### config.mk
export PLATFORM = sky130hd
export DESIGN_NAME = ecc_rd_err_monitor
export DESIGN_NICKNAME = d
export VERILOG_FILES = /design/src/rtl/ecc_pkg.sv /design/src/rtl/ecc_sat_counter.sv /design/src/rtl/ecc_rd_err_monitor.sv
export SDC_FILE = /design/constraint.sdc
export NUM_CORES = 1
export LEC_CHECK = 0
export ABC_AREA = 1
export CAP_MARGIN = 10
export CORE_AREA = 2 2 137 139
export DETAILED_ROUTE_END_ITERATION = 6
export DIE_AREA = 0 0 139 141
export HOLD_SLACK_MARGIN = 0.02
export PLACE_DENSITY = 0.81
export SLEW_MARGIN = 20
export SYNTH_ARGS = -nofsm -noshare
export SYNTH_HDL_FRONTEND = slang
export SYNTH_SLANG_ARGS = --single-unit
### constraint.sdc
create_clock -name clk -period 4.3 [get_ports clk]
set_input_delay 0.43 -clock clk [delete_from_list [all_inputs] [get_ports clk]]
set_output_delay 0.43 -clock clk [all_outputs]
set_load 0.1 [all_outputs]
### src/rtl/ecc_pkg.sv
// Shared types for the ECC read-error monitor: width constants, scrub state
// encoding and the per-beat error classification.
package ecc_pkg;

    localparam int DATA_WIDTH = 64;
    localparam int ECC_WIDTH  = 8;

    typedef enum logic {
        S_IDLE = 1'b0,
        S_REQ  = 1'b1
    } scrub_state_e;

    typedef enum logic [1:0] {
        CLEAN = 2'd0,
        CE    = 2'd1,
        UE    = 2'd2
    } err_class_e;

    // A double error dominates; a simultaneous single flag does not downgrade it.
    function automatic err_class_e classify(input logic valid,
                                            input logic single_err,
                                            input logic double_err);
        err_class_e cls;
        cls = CLEAN;
        if (valid && double_err) begin
            cls = UE;
        end else if (valid && single_err) begin
            cls = CE;
        end
        return cls;
    endfunction

endpackage

### src/rtl/ecc_sat_counter.sv
// Saturating event counter with synchronous clear; a clear and an increment in
// the same cycle leave the count at one.
module ecc_sat_counter #(
    parameter int WIDTH = 16
) (
    input  logic             clk,
    input  logic             rst,
    input  logic             clr_i,
    input  logic             inc_i,
    output logic [WIDTH-1:0] count_o
);

    logic [WIDTH-1:0] count_q;
    logic [WIDTH-1:0] count_d;

    always_comb begin
        count_d = clr_i ? '0 : count_q;
        if (inc_i && (count_d != {WIDTH{1'b1}})) begin
            count_d = count_d + WIDTH'(1);
        end
    end

    always_ff @(posedge clk) begin
        if (rst) begin
            count_q <= '0;
        end else begin
            count_q <= count_d;
        end
    end

    assign count_o = count_q;

endmodule

### src/rtl/ecc_rd_err_monitor.sv
// Registered error-handling stage behind the SECDED decoder: forwards beats,
// counts CE/UE, logs the most severe error and (with ECC_SCRUB_WRITEBACK_EN) queues a scrub.
module ecc_rd_err_monitor #(
    parameter int DATA_WIDTH = ecc_pkg::DATA_WIDTH,
    parameter int ECC_WIDTH  = ecc_pkg::ECC_WIDTH,
    parameter int ADDR_WIDTH = 28,
    parameter int CNT_WIDTH  = 16
) (
    input  logic                  clk,
    input  logic                  rst,
    input  logic                  rd_valid,
    input  logic [ADDR_WIDTH-1:0] rd_addr,
    input  logic [DATA_WIDTH-1:0] rd_data,
    input  logic                  rd_single_err,
    input  logic                  rd_double_err,
    input  logic [ECC_WIDTH-1:0]  rd_syndrome,
    output logic                  out_valid,
    output logic [DATA_WIDTH-1:0] out_data,
    output logic                  out_ue,
    output logic                  scrub_valid,
    input  logic                  scrub_ready,
    output logic [ADDR_WIDTH-1:0] scrub_addr,
    output logic [DATA_WIDTH-1:0] scrub_data,
    input  logic                  clr,
    output logic [CNT_WIDTH-1:0]  ce_count,
    output logic [CNT_WIDTH-1:0]  ue_count,
    output logic [CNT_WIDTH-1:0]  drop_count,
    output logic                  log_valid,
    output logic                  log_ue,
    output logic [ADDR_WIDTH-1:0] log_addr,
    output logic [ECC_WIDTH-1:0]  log_syndrome,
    output logic                  irq
);

    import ecc_pkg::*;

    err_class_e cls;
    logic       is_ce;
    logic       is_ue;
    logic       drop_inc;

    assign cls   = classify(rd_valid, rd_single_err, rd_double_err);
    assign is_ce = (cls == CE);
    assign is_ue = (cls == UE);

    logic                  out_valid_q;
    logic [DATA_WIDTH-1:0] out_data_q;
    logic                  out_ue_q;

    always_ff @(posedge clk) begin
        if (rst) begin
            out_valid_q <= 1'b0;
            out_data_q  <= '0;
            out_ue_q    <= 1'b0;
        end else begin
            out_valid_q <= rd_valid;
            out_data_q  <= rd_data;
            out_ue_q    <= is_ue;
        end
    end

    assign out_valid = out_valid_q;
    assign out_data  = out_data_q;
    assign out_ue    = out_ue_q;

    ecc_sat_counter #(.WIDTH(CNT_WIDTH)) u_ce_cnt (
        .clk(clk), .rst(rst), .clr_i(clr), .inc_i(is_ce), .count_o(ce_count)
    );
    ecc_sat_counter #(.WIDTH(CNT_WIDTH)) u_ue_cnt (
        .clk(clk), .rst(rst), .clr_i(clr), .inc_i(is_ue), .count_o(ue_count)
    );
    ecc_sat_counter #(.WIDTH(CNT_WIDTH)) u_drop_cnt (
        .clk(clk), .rst(rst), .clr_i(clr), .inc_i(drop_inc), .count_o(drop_count)
    );

    logic                  log_valid_q, log_valid_d;
    logic                  log_ue_q, log_ue_d;
    logic [ADDR_WIDTH-1:0] log_addr_q, log_addr_d;
    logic [ECC_WIDTH-1:0]  log_syn_q, log_syn_d;
    logic                  held_valid;
    logic                  held_ue;
    logic                  capture;

    // The capture decision sees the log as it stands after a same-cycle clear.
    always_comb begin
        held_valid  = log_valid_q & ~clr;
        held_ue     = log_ue_q & ~clr;
        capture     = (is_ce | is_ue) & (~held_valid | (is_ue & ~held_ue));
        log_valid_d = held_valid;
        log_ue_d    = held_ue;
        log_addr_d  = clr ? '0 : log_addr_q;
        log_syn_d   = clr ? '0 : log_syn_q;
        if (capture) begin
            log_valid_d = 1'b1;
            log_ue_d    = is_ue;
            log_addr_d  = rd_addr;
            log_syn_d   = rd_syndrome;
        end
    end

    always_ff @(posedge clk) begin
        if (rst) begin
            log_valid_q <= 1'b0;
            log_ue_q    <= 1'b0;
            log_addr_q  <= '0;
            log_syn_q   <= '0;
        end else begin
            log_valid_q <= log_valid_d;
            log_ue_q    <= log_ue_d;
            log_addr_q  <= log_addr_d;
            log_syn_q   <= log_syn_d;
        end
    end

    assign log_valid    = log_valid_q;
    assign log_ue       = log_ue_q;
    assign log_addr     = log_addr_q;
    assign log_syndrome = log_syn_q;
    assign irq          = log_valid_q & log_ue_q;

`ifdef ECC_SCRUB_WRITEBACK_EN
    // scrub_valid/scrub_ready: the request is presented while in S_REQ and is
    // consumed on any cycle where both are high; addr/data hold until then.
    scrub_state_e          state_q, state_d;
    logic [ADDR_WIDTH-1:0] slot_addr_q;
    logic [DATA_WIDTH-1:0] slot_data_q;
    logic                  load_slot;

    always_ff @(posedge clk) begin
        if (rst) begin
            state_q     <= S_IDLE;
            slot_addr_q <= '0;
            slot_data_q <= '0;
        end else begin
            state_q <= state_d;
            if (load_slot) begin
                slot_addr_q <= rd_addr;
                slot_data_q <= rd_data;
            end
        end
    end

    always_comb begin
        state_d = state_q;
        case (state_q)
            S_IDLE:  if (is_ce) state_d = S_REQ;
            S_REQ:   if (scrub_ready && !is_ce) state_d = S_IDLE;
            default: state_d = S_IDLE;
        endcase
    end

    always_comb begin
        scrub_valid = (state_q == S_REQ);
        load_slot   = is_ce & ((state_q == S_IDLE) | scrub_ready);
        drop_inc    = is_ce & (state_q == S_REQ) & ~scrub_ready;
    end

    assign scrub_addr = slot_addr_q;
    assign scrub_data = slot_data_q;
`else
    logic unused_scrub_ready;

    assign unused_scrub_ready = scrub_ready;
    assign scrub_valid        = 1'b0;
    assign scrub_addr         = '0;
    assign scrub_data         = '0;
    assign drop_inc           = 1'b0;
`endif

endmodule

== Yosys cells after proc, flatten, opt, wreduce, memory -nomap -nowiden ==
Cells that the tools add are included.

* Flip-flop bits (word level): 136
* Input port bits: 107
* Output and inout port bits: 246
* Logic and storage cells: 42

* $add $sub $neg: 2
* Eq/ne operators: 4
* Multiplexer cells: 12
* Bitwise gates (word level): 10
* Reduce and logical (&&, ||, !) cells: 5

{| class="wikitable"
|+ Operator list
! kind !! count
|-
| $mux W16 || 4
|-
| $mux W28 || 2
|-
| $add A16 B1 Y16 const B || 2
|-
| $ne A16 B16 Y1 const B || 2
|-
| $mux W8 || 2
|-
| $and A1 B1 Y1 || 5
|-
| $logic_and A1 B1 Y1 || 4
|-
| $mux W1 || 3
|-
| $not A1 Y1 || 3
|-
| $eq A2 B1 Y1 const B || 1
|-
| $eq A2 B2 Y1 const B || 1
|-
| $mux W2 || 1
|-
| $or A1 B1 Y1 || 2
|-
| $reduce_bool A2 Y1 || 1
|}

== Longest topological paths before layout ==
Gate-level depths: netlist of the first run.

* Word-level depth: 8
* Depth in mapped cells: 15
* Gate-level depth less buffers: 13

== Cells and area by module ==
Synthesis of the first run repeated with hierarchy kept, for this count alone.

* Cells, all modules: 988
* Area, all modules: 7,497.2 µm²

{| class="wikitable"
|+ By module, submodules not included
! module !! instances !! cells an instance !! area each (µm²) !! sequential area each (µm²)
|-
| ecc_rd_err_monitor || 1 || 481 || 4,362.9 || 2,082.0
|-
| ecc_sat_counter || 3 || 169 || 1,044.8 || 320.3
|}

== Worst setup path after synthesis of the first run ==
No wires, ideal clock.

* Path kind: register to register
* Start point: reg u_ue_cnt.count_q[0], in the netlist u_ue_cnt.count_o[0]
* End point: reg u_ue_cnt.count_q[10], in the netlist u_ue_cnt.count_o[10]
* Library setup time: 115 ps
* Data arrival time: 2,229 ps
* Data required time: 4,185 ps
* Setup slack: 1,956 ps
* Cell stages (with the launch flop): 10
* Buffers on the path: 1
* Period minus slack after synthesis: 2,344 ps
* Cells stage by stage: dfxtp_1 -> nand2_1 -> inv_1 -> ha_1 -> nand2_1 -> nor2_4 -> nand4_2 -> buf_2 -> a21oi_1 -> nor2_1

* Word-level cells in the longest chain between the ends: 4
* Elaborated cells between the ends (all ways): 5
* Those cells by class: add/sub: 1; eq/ne: 1; mux: 2; reduce/logical: 1

{| class="wikitable"
|+ RTL lines
! element !! RTL line !! source
|-
| from (decl) || ecc_sat_counter.sv:13 || <nowiki>logic [WIDTH-1:0] count_q;</nowiki>
|-
| from (signal assigned) || ecc_sat_counter.sv:27 || <nowiki>count_q <= count_d;</nowiki>
|-
| $mux W16 (*) || ecc_sat_counter.sv:17 || <nowiki>count_d = clr_i ? '0 : count_q;</nowiki>
|-
| parallel branches: the longest is 2 deep, another holds $add A16 B1 Y16 || -- ||
|-
| $mux W16 (*) || ecc_sat_counter.sv:18 || <nowiki>if (inc_i && (count_d != {WIDTH{1'b1}})) begin</nowiki>
|}

Every way passes the cells marked *.
A chain may end at the register's enable or synchronous reset.

== Worst setup path in the final report of the first run ==
* Start point: reg log_ue_q, in the netlist log_ue
* End point: out irq

* Word-level cells in the longest chain between the ends: 1

{| class="wikitable"
|+ RTL lines
! element !! RTL line !! source
|-
| from (decl) || ecc_rd_err_monitor.sv:77 || <nowiki>logic log_ue_q, log_ue_d;</nowiki>
|-
| from (signal assigned) || ecc_rd_err_monitor.sv:109 || <nowiki>log_ue_q <= log_ue_d;</nowiki>
|-
| $and A1 B1 Y1 || ecc_rd_err_monitor.sv:119 || <nowiki>assign irq = log_valid_q & log_ue_q;</nowiki>
|-
| to (decl) || ecc_rd_err_monitor.sv:32 || <nowiki>output logic irq</nowiki>
|}

Every way passes these cells.

==> results of run 1 <==
cells in the final DEF, fill, tap and decap left out, types with 5 or more instances in the layout:
cell type	Yosys	routed
dfxtp_1	136	136
nand2_1	77	77
nand3_2	8	8
nand4_1	6	6
nand3_1	112	112
nor2_1	143	143
conb_1	1	109
inv_1	114	114
clkbuf_16	0	17
buf_4	109	7
nor3_1	5	5
a21oi_1	60	60
clkdlybuf4s50_1	0	241
nor2_2	9	9
worst reg2reg max path, stage by stage, from the launching register on:
cell	delay, ns
dfxtp_1	0.36
inv_1	0.06
nor2_1	0.12
ha_1	0.18
nand2_1	0.08
nor2_4	0.16
nand4_2	0.51
nand3_1	0.26
nand2_1	0.08
nor2_1	0.11
sequential cells by signal, summed over array words and instances, names as in the netlist:
register          cells
log_ue                1
out_ue                1
out_valid             1
log_addr             28
out_data             64
u_ue_cnt.count_o     16
log_valid             1
log_syndrome          8
u_ce_cnt.count_o     16
stage by stage:
| step | area, um2 | utilization (%) |
|---|---|---|
| after global placement | 8380 | 45.9 |
| after detailed placement | 8380 | 45.9 |
| final | 8970 | 49.1 |
| after floorplan | 6660 | - |
| after CTS | 8970 | 49.1 |
| after global routing | 8970 | 49.1 |
final timing paths:
path / to / slack (ns)
worst min-delay path: out_data[35] / 0.45
worst min register to register: log_syndrome[7] / 0.48
worst max register to register: u_ue_cnt.count_o[15] / 2.31
worst max-delay path: irq / 1.76
cell usage after synthesis (6+ instances only):
cell	count	area share (%)
a21oi_1	60	4.8
buf_2	16	1.3
buf_4	109	13
clkbuf_1	13	0.78
dfxtp_1	136	44
inv_1	114	6.8
nand2_1	77	4.6
nand3_1	112	9.0
nand3_2	8	1.3
nand4_1	6	0.60
nor2_1	143	8.6
nor2_2	9	0.90
per-layer routing:
layer / vias up / wire (um)
met1: 2571 / 6680
met3: 23 / 1410
li1: 2844 / -
met4: 0 / 276
met2: 246 / 8440
met5: - / 0
power by group:
group / switching (W) / leakage, nW / total, W / internal (W)
clock: 0.000597 / 0.276 / 0.00146 / 0.000868
combinational: 0.000945 / 2.51 / 0.00115 / 0.000207
sequential: 0.0000207 / 1.12 / 0.00133 / 0.00131
total: 0.00156 / 3.91 / 0.00395 / 0.00239
logic make-up (layout without fill, tap and decap cells):
group / count (synthesis) / after routing
and+or+nand+nor: 371 / 371
buffers and inverters: 264 / 396
DFF: 136 / 136
AOI/OAI and AO/OA: 67 / 67
adders and majority gates: 1 / 1
other: 1 / 109
layout make-up:
type,instances,area share [%]
clock inverter,14,1.81
tap,234,3.26
inverter,116,4.91
multi-input combinational,548,27.4
sequential,136,30.3
clock buffer,18,4.78
timing repair buffer,248,27.5
==> flow_summary.yaml, run 1 <==
hold_path:
  hold_path_depth: 2
  worstHoldStart: "rst"
  hold_path_class: "input pin to flop"
die:
  rows: 50
  die_w_um: 139
  die_height_um: 141
  die_area_um2: 19600
  initial_utilization_pct: 34.2
  ioPinCount: 353
  core_um2: 18300
routing:
  firstDrtPassIters: 5
  drt.antenna.violating_nets: 0
  wire_per_inst_um: 12.8
  route.detailed.drc: 0
  drt_iter0_drc: 266
  wirelength_mm: 16.8
  vias: 5684
  avgViaCountPerCell: 4.33
yosys:
  ys_types: 31
  ys_async_sr_fraction_pct: 0
  ys.flop_type: "dfxtp_1"
  synth_top_family_by_area: "simple AND/OR/NAND/NOR gates"
  synth_mux_area_share_pct: 0
  synthAdderAreaFrac_pct: 0.200
  synth_area_um2: 6250
  synth-seq-cells: 136
  ys_seq_area_share_pct: 43.5
  synth_edf_count: 0
  synth_xor_area_share_pct: 0
  syn_inst: 840
  yosys_warnings: 0
  synth_compound_area_share_pct: 5.52
  syn_avg_cell_area_um2: 7.45
  yosys.area_share.simple_pct: 27.0
global_routing:
  antenna_found_initial: 0
  globalRouteOverflowTotal: 0
  grt_pass1_wl_mm: 25.6
  grt.busiest_layer: "met2"
  grtUsageMet2_pct: 27.6
  grt_usage_pct: 16.3
  gr-usage-met3_pct: 6.18
  grt_max_degree: 71
  grt_pass1_vias: 5082
  use_met1_pct: 19.0
worst_setup_path:
  crit_buf_inv: 2
  worst_r2r_path_depth: 9
  path_delay_family: "buffers and inverters"
  cp-start-kind: "flop"
  crit_path_cell_trace: "nand2_1 > inv_1 > clkdlybuf4s50_1"
  crit_slowest_cell: "clkdlybuf4s50_1"
  cp_max_fo: 4
  arrival_ns: 2.11
  path_class: "flop to output pin"
  path_depth: 3
  worstReg2RegStart: "u_ue_cnt.count_o[1]"
  cp.required_ns: 3.87
  startpoint: "log_ue"
  slowest_delay_ns: 1.12
  end_kind: "output pin"
outcome:
  status: "completed"
timing:
  rsz0062_at_grt: "false"
  post-route-min-period_ns: 2.54
  setup_viol: 0
  setup_slack_ns: 1.76
  worst_slew_pin_slew_ns: 1.06
  period_share_pct: 59.1
  fmax_ghz: 0.393
  holdWs_ns: 0.447
  tns_ns: 0
  finalHoldViolCount: 0
  slew_headroom_pct: 29.2
  fin_skew_ns: 0.00675
  drv_slew: 0
clock_network:
  clock_path_buffers: 2
  path_clk_slew_ns: 0.06
  h-tree-depth: 4
  cts_resized: 0
  tritoncts: "yes"
  clk_latency_ns: 0.41
  cts_setup_buffers: 0
  cts_buffers: 17
  hold_buffers: 0
  clock_sinks: 136
  clockRootBuffer: "clkbuf_16"
layout:
  layout.nets: 1175
  final_cells: 1314
  fillers: 1775
  syn_to_final_growth_pct: 43.5
  layout-drive-gt1-share_pct: 6.30
  multi_input_area_um2: 2460
  seqCellArea_um2: 2720
  diodes: 0
power_and_ir_drop:
  max-vdd-ir-drop_mv: 0.282
  powerDensity_nw_per_um2: 440
  p_total_w: 0.00395
  power_leakage_nw: 3.91
placed_design:
  gp_congestion: 0.840
  placed_cells: 1282
  io_buffer_count: 242
  dp_hpwl_mm: 12.4
  place_ws_ns: 1.41
run:
  drv_cap: 0
Note: power is estimated with default switching activity, not from simulation.
==> run 2, diff against run 1 <==
CORE_AREA = 2 2 138 140   (was 2 2 137 139)
DIE_AREA = 0 0 140 142   (was 0 0 139 141)
PLACE_DENSITY = 0.8   (was 0.81)
clock period = 2.65 ns   (was 4.3 ns; I/O delays follow)
==> flow_summary.yaml, run 2 (synthesis results as in run 1) <==
outcome:
  status: "complete, but fails checks"
  violations: "design-rule violations"
routing:
  wire_per_inst_um: 12.9
  wl_met1_mm: 6.69
  vias: 5708
  highest_layer: "met4"
  drt.antenna.violating_nets: 0
  drt_iter0_drc: 258
  wl_met3_mm: 1.38
  firstDrtPassIters: 7
  wirelength_mm: 17.0
  avgViaCountPerCell: 4.32
  dr_wl_met2_mm: 8.66
  route.detailed.drc: 18
timing:
  setup_slack_ns: 0.661
  fmax_ghz: 0.503
  drv_slew: 0
  setup_viol: 0
  period_share_pct: 75.0
  finalHoldViolCount: 0
  post-route-min-period_ns: 1.99
  rsz0062_at_grt: "false"
  worst_slew_pin_slew_ns: 0.552
  slew_headroom_pct: 63.1
  fin_skew_ns: 0.00947
  tns_ns: 0
  holdWs_ns: 0.345
clock_network:
  hold_buffers: 0
  clock_sinks: 136
  clock_path_buffers: 2
  clk_latency_ns: 0.42
  clockRootBuffer: "clkbuf_16"
  h-tree-depth: 4
  cts_resized: 0
  cts_setup_buffers: 0
  cts_buffers: 17
  path_clk_slew_ns: 0.07
  tritoncts: "yes"
power_and_ir_drop:
  power.share.sequential_pct: 34.2
  p_clk_share_pct: 36.7
  powerDensity_nw_per_um2: 730
  max-vdd-ir-drop_mv: 0.425
  power_leakage_nw: 4.19
  p_switching_w: 0.00264
  internal_power_w: 0.00370
  combPwrFrac_pct: 29.1
  swShare_pct: 41.6
worst_setup_path:
  worstReg2RegStart: "u_ue_cnt.count_o[0]"
  crit_buf_inv: 3
  cp-start-kind: "input pin"
  cpMostUsedCell: "nand2_1"
  worst_r2r_path_depth: 12
  cp_max_fo: 60
  crit_path_cell_trace: "clkdlybuf4s50_1 > clkinv_4 > buf_12 > nand3_1 > nor2_2 > nand4_2 > nand2_1 > nand2_1 > nand2_1 > nor2_1"
  startpoint: "clr"
  crit_slowest_cell: "clkdlybuf4s50_1"
  path_depth: 10
  path_delay_family: "simple AND/OR/NAND/NOR gates"
  ff2ff_setup_slack_ns: 0.93
  arrival_ns: 2.28
  reg2reg_to: "u_ue_cnt.count_o[12]"
  slowest_delay_ns: 0.55
  cp.required_ns: 2.94
  end_kind: "flop"
  path_class: "input pin to flop"
  crit_end: "u_ce_cnt.count_o[11]"
placed_design:
  place_ws_ns: 0.219
  dp_hpwl_mm: 12.7
  gp_congestion: 0.891
  io_buffer_count: 242
layout:
  final_cell_mix: "buf_4, nor2_1, dfxtp_1"
  layout-drive-gt1-share_pct: 19.5
  finish.utilization_pct: 47.1
  fillers: 1802
  diodes: 0
  largest_reg_flops: 64
  multi_input_area_um2: 2460
  final_common_cell: "buf_4"
  seqCellArea_um2: 2720
  syn_to_final_growth_pct: 38.8
  layout.nets: 1181
global_routing:
  globalRouteOverflowTotal: 0
  antenna_found_initial: 0
  grt_max_degree: 108
  grt_pass1_vias: 5379
  grt_usage_pct: 16.5
  grt_pass1_wl_mm: 26.2
die:
  initial_utilization_pct: 33.9
  die_w_um: 140
  rows: 50
  core_um2: 18500
  die_area_um2: 19900
  die_height_um: 142
  ioPinCount: 353
run:
  drv_cap: 0
hold_path:
  worstHoldStart: "rst"
  hold_path_class: "input pin to flop"
-- run 2: changes by cell type in the layout (fill, tap and decap cells not counted) --
cell,previous run,this run
buf_4,7,148
clkinv_8,0,1
clkdlybuf4s50_1,241,104
inv_6,4,7
clkinv_4,4,2
inv_8,1,5
bufinv_16,2,0
clkinv_2,0,1
buf_12,0,2
clkbuf_1,1,0
clkinvlp_4,4,0
-- run 2: worst reg2reg max path, delay by kind of cell, from the launching register on --
| kind | cells | cell delay, ns |
|---|---|---|
| DFF | 1 | 0.37 |
| adders and majority gates | 1 | 0.17 |
| buffers and inverters | 1 | 0.11 |
| and+or+nand+nor | 10 | 1.01 |
-- run 2: per-stage QoR --
step | cell area, um2 | total power [W] | instances
2_1_floorplan | 6660 | 0.00383 | 948
3_5_place_dp | 8110 | 0.00407 | 1288
6_report | 8680 | 0.00634 | 1320
5_1_grt | 8680 | 0.00655 | 1320
4_1_cts | 8680 | 0.00640 | 1320
3_3_place_gp | 8110 | 0.00405 | 1288
-- run 2: how the worst min path moves through the flow --
stage               slack (ns)               to  depth (start not counted)
floorplan                 0.37      out_data[0]                          2
global placement          0.47  log_syndrome[0]                          2
detailed placement        0.47      log_addr[8]                          2
CTS                       0.32     out_data[27]                          3
global route              0.34     out_data[20]                          3
finish                    0.35     out_data[39]                          3
-- run 2: final cells by class --
type	count	area share, %
Clock buffer	17	4.90
Clock inverter	15	1.70
Inverter	116	5.07
Multi-Input combinational cell	548	28.4
Sequential cell	136	31.4
Tap cell	234	3.37
Timing Repair Buffer	254	25.2
-- run 2: layer usage --
| layer | track usage [%] | up-vias |
|---|---|---|
| met5 | 0 | - |
| met4 | 5.74 | 0 |
| met3 | 6.06 | 19 |
| met2 | 28.9 | 224 |
| met1 | 18.8 | 2608 |
| li1 | - | 2857 |
-- run 2: power groups by stage --
stage	combinational [W]	clock, W	sequential [W]
2_1_floorplan	0.000984	0	0.00284
3_3_place_gp	0.00184	0	0.00221
3_5_place_dp	0.00185	0	0.00221
4_1_cts	0.00185	0.00238	0.00217
5_1_grt	0.00191	0.00246	0.00218
6_report	0.00185	0.00233	0.00217
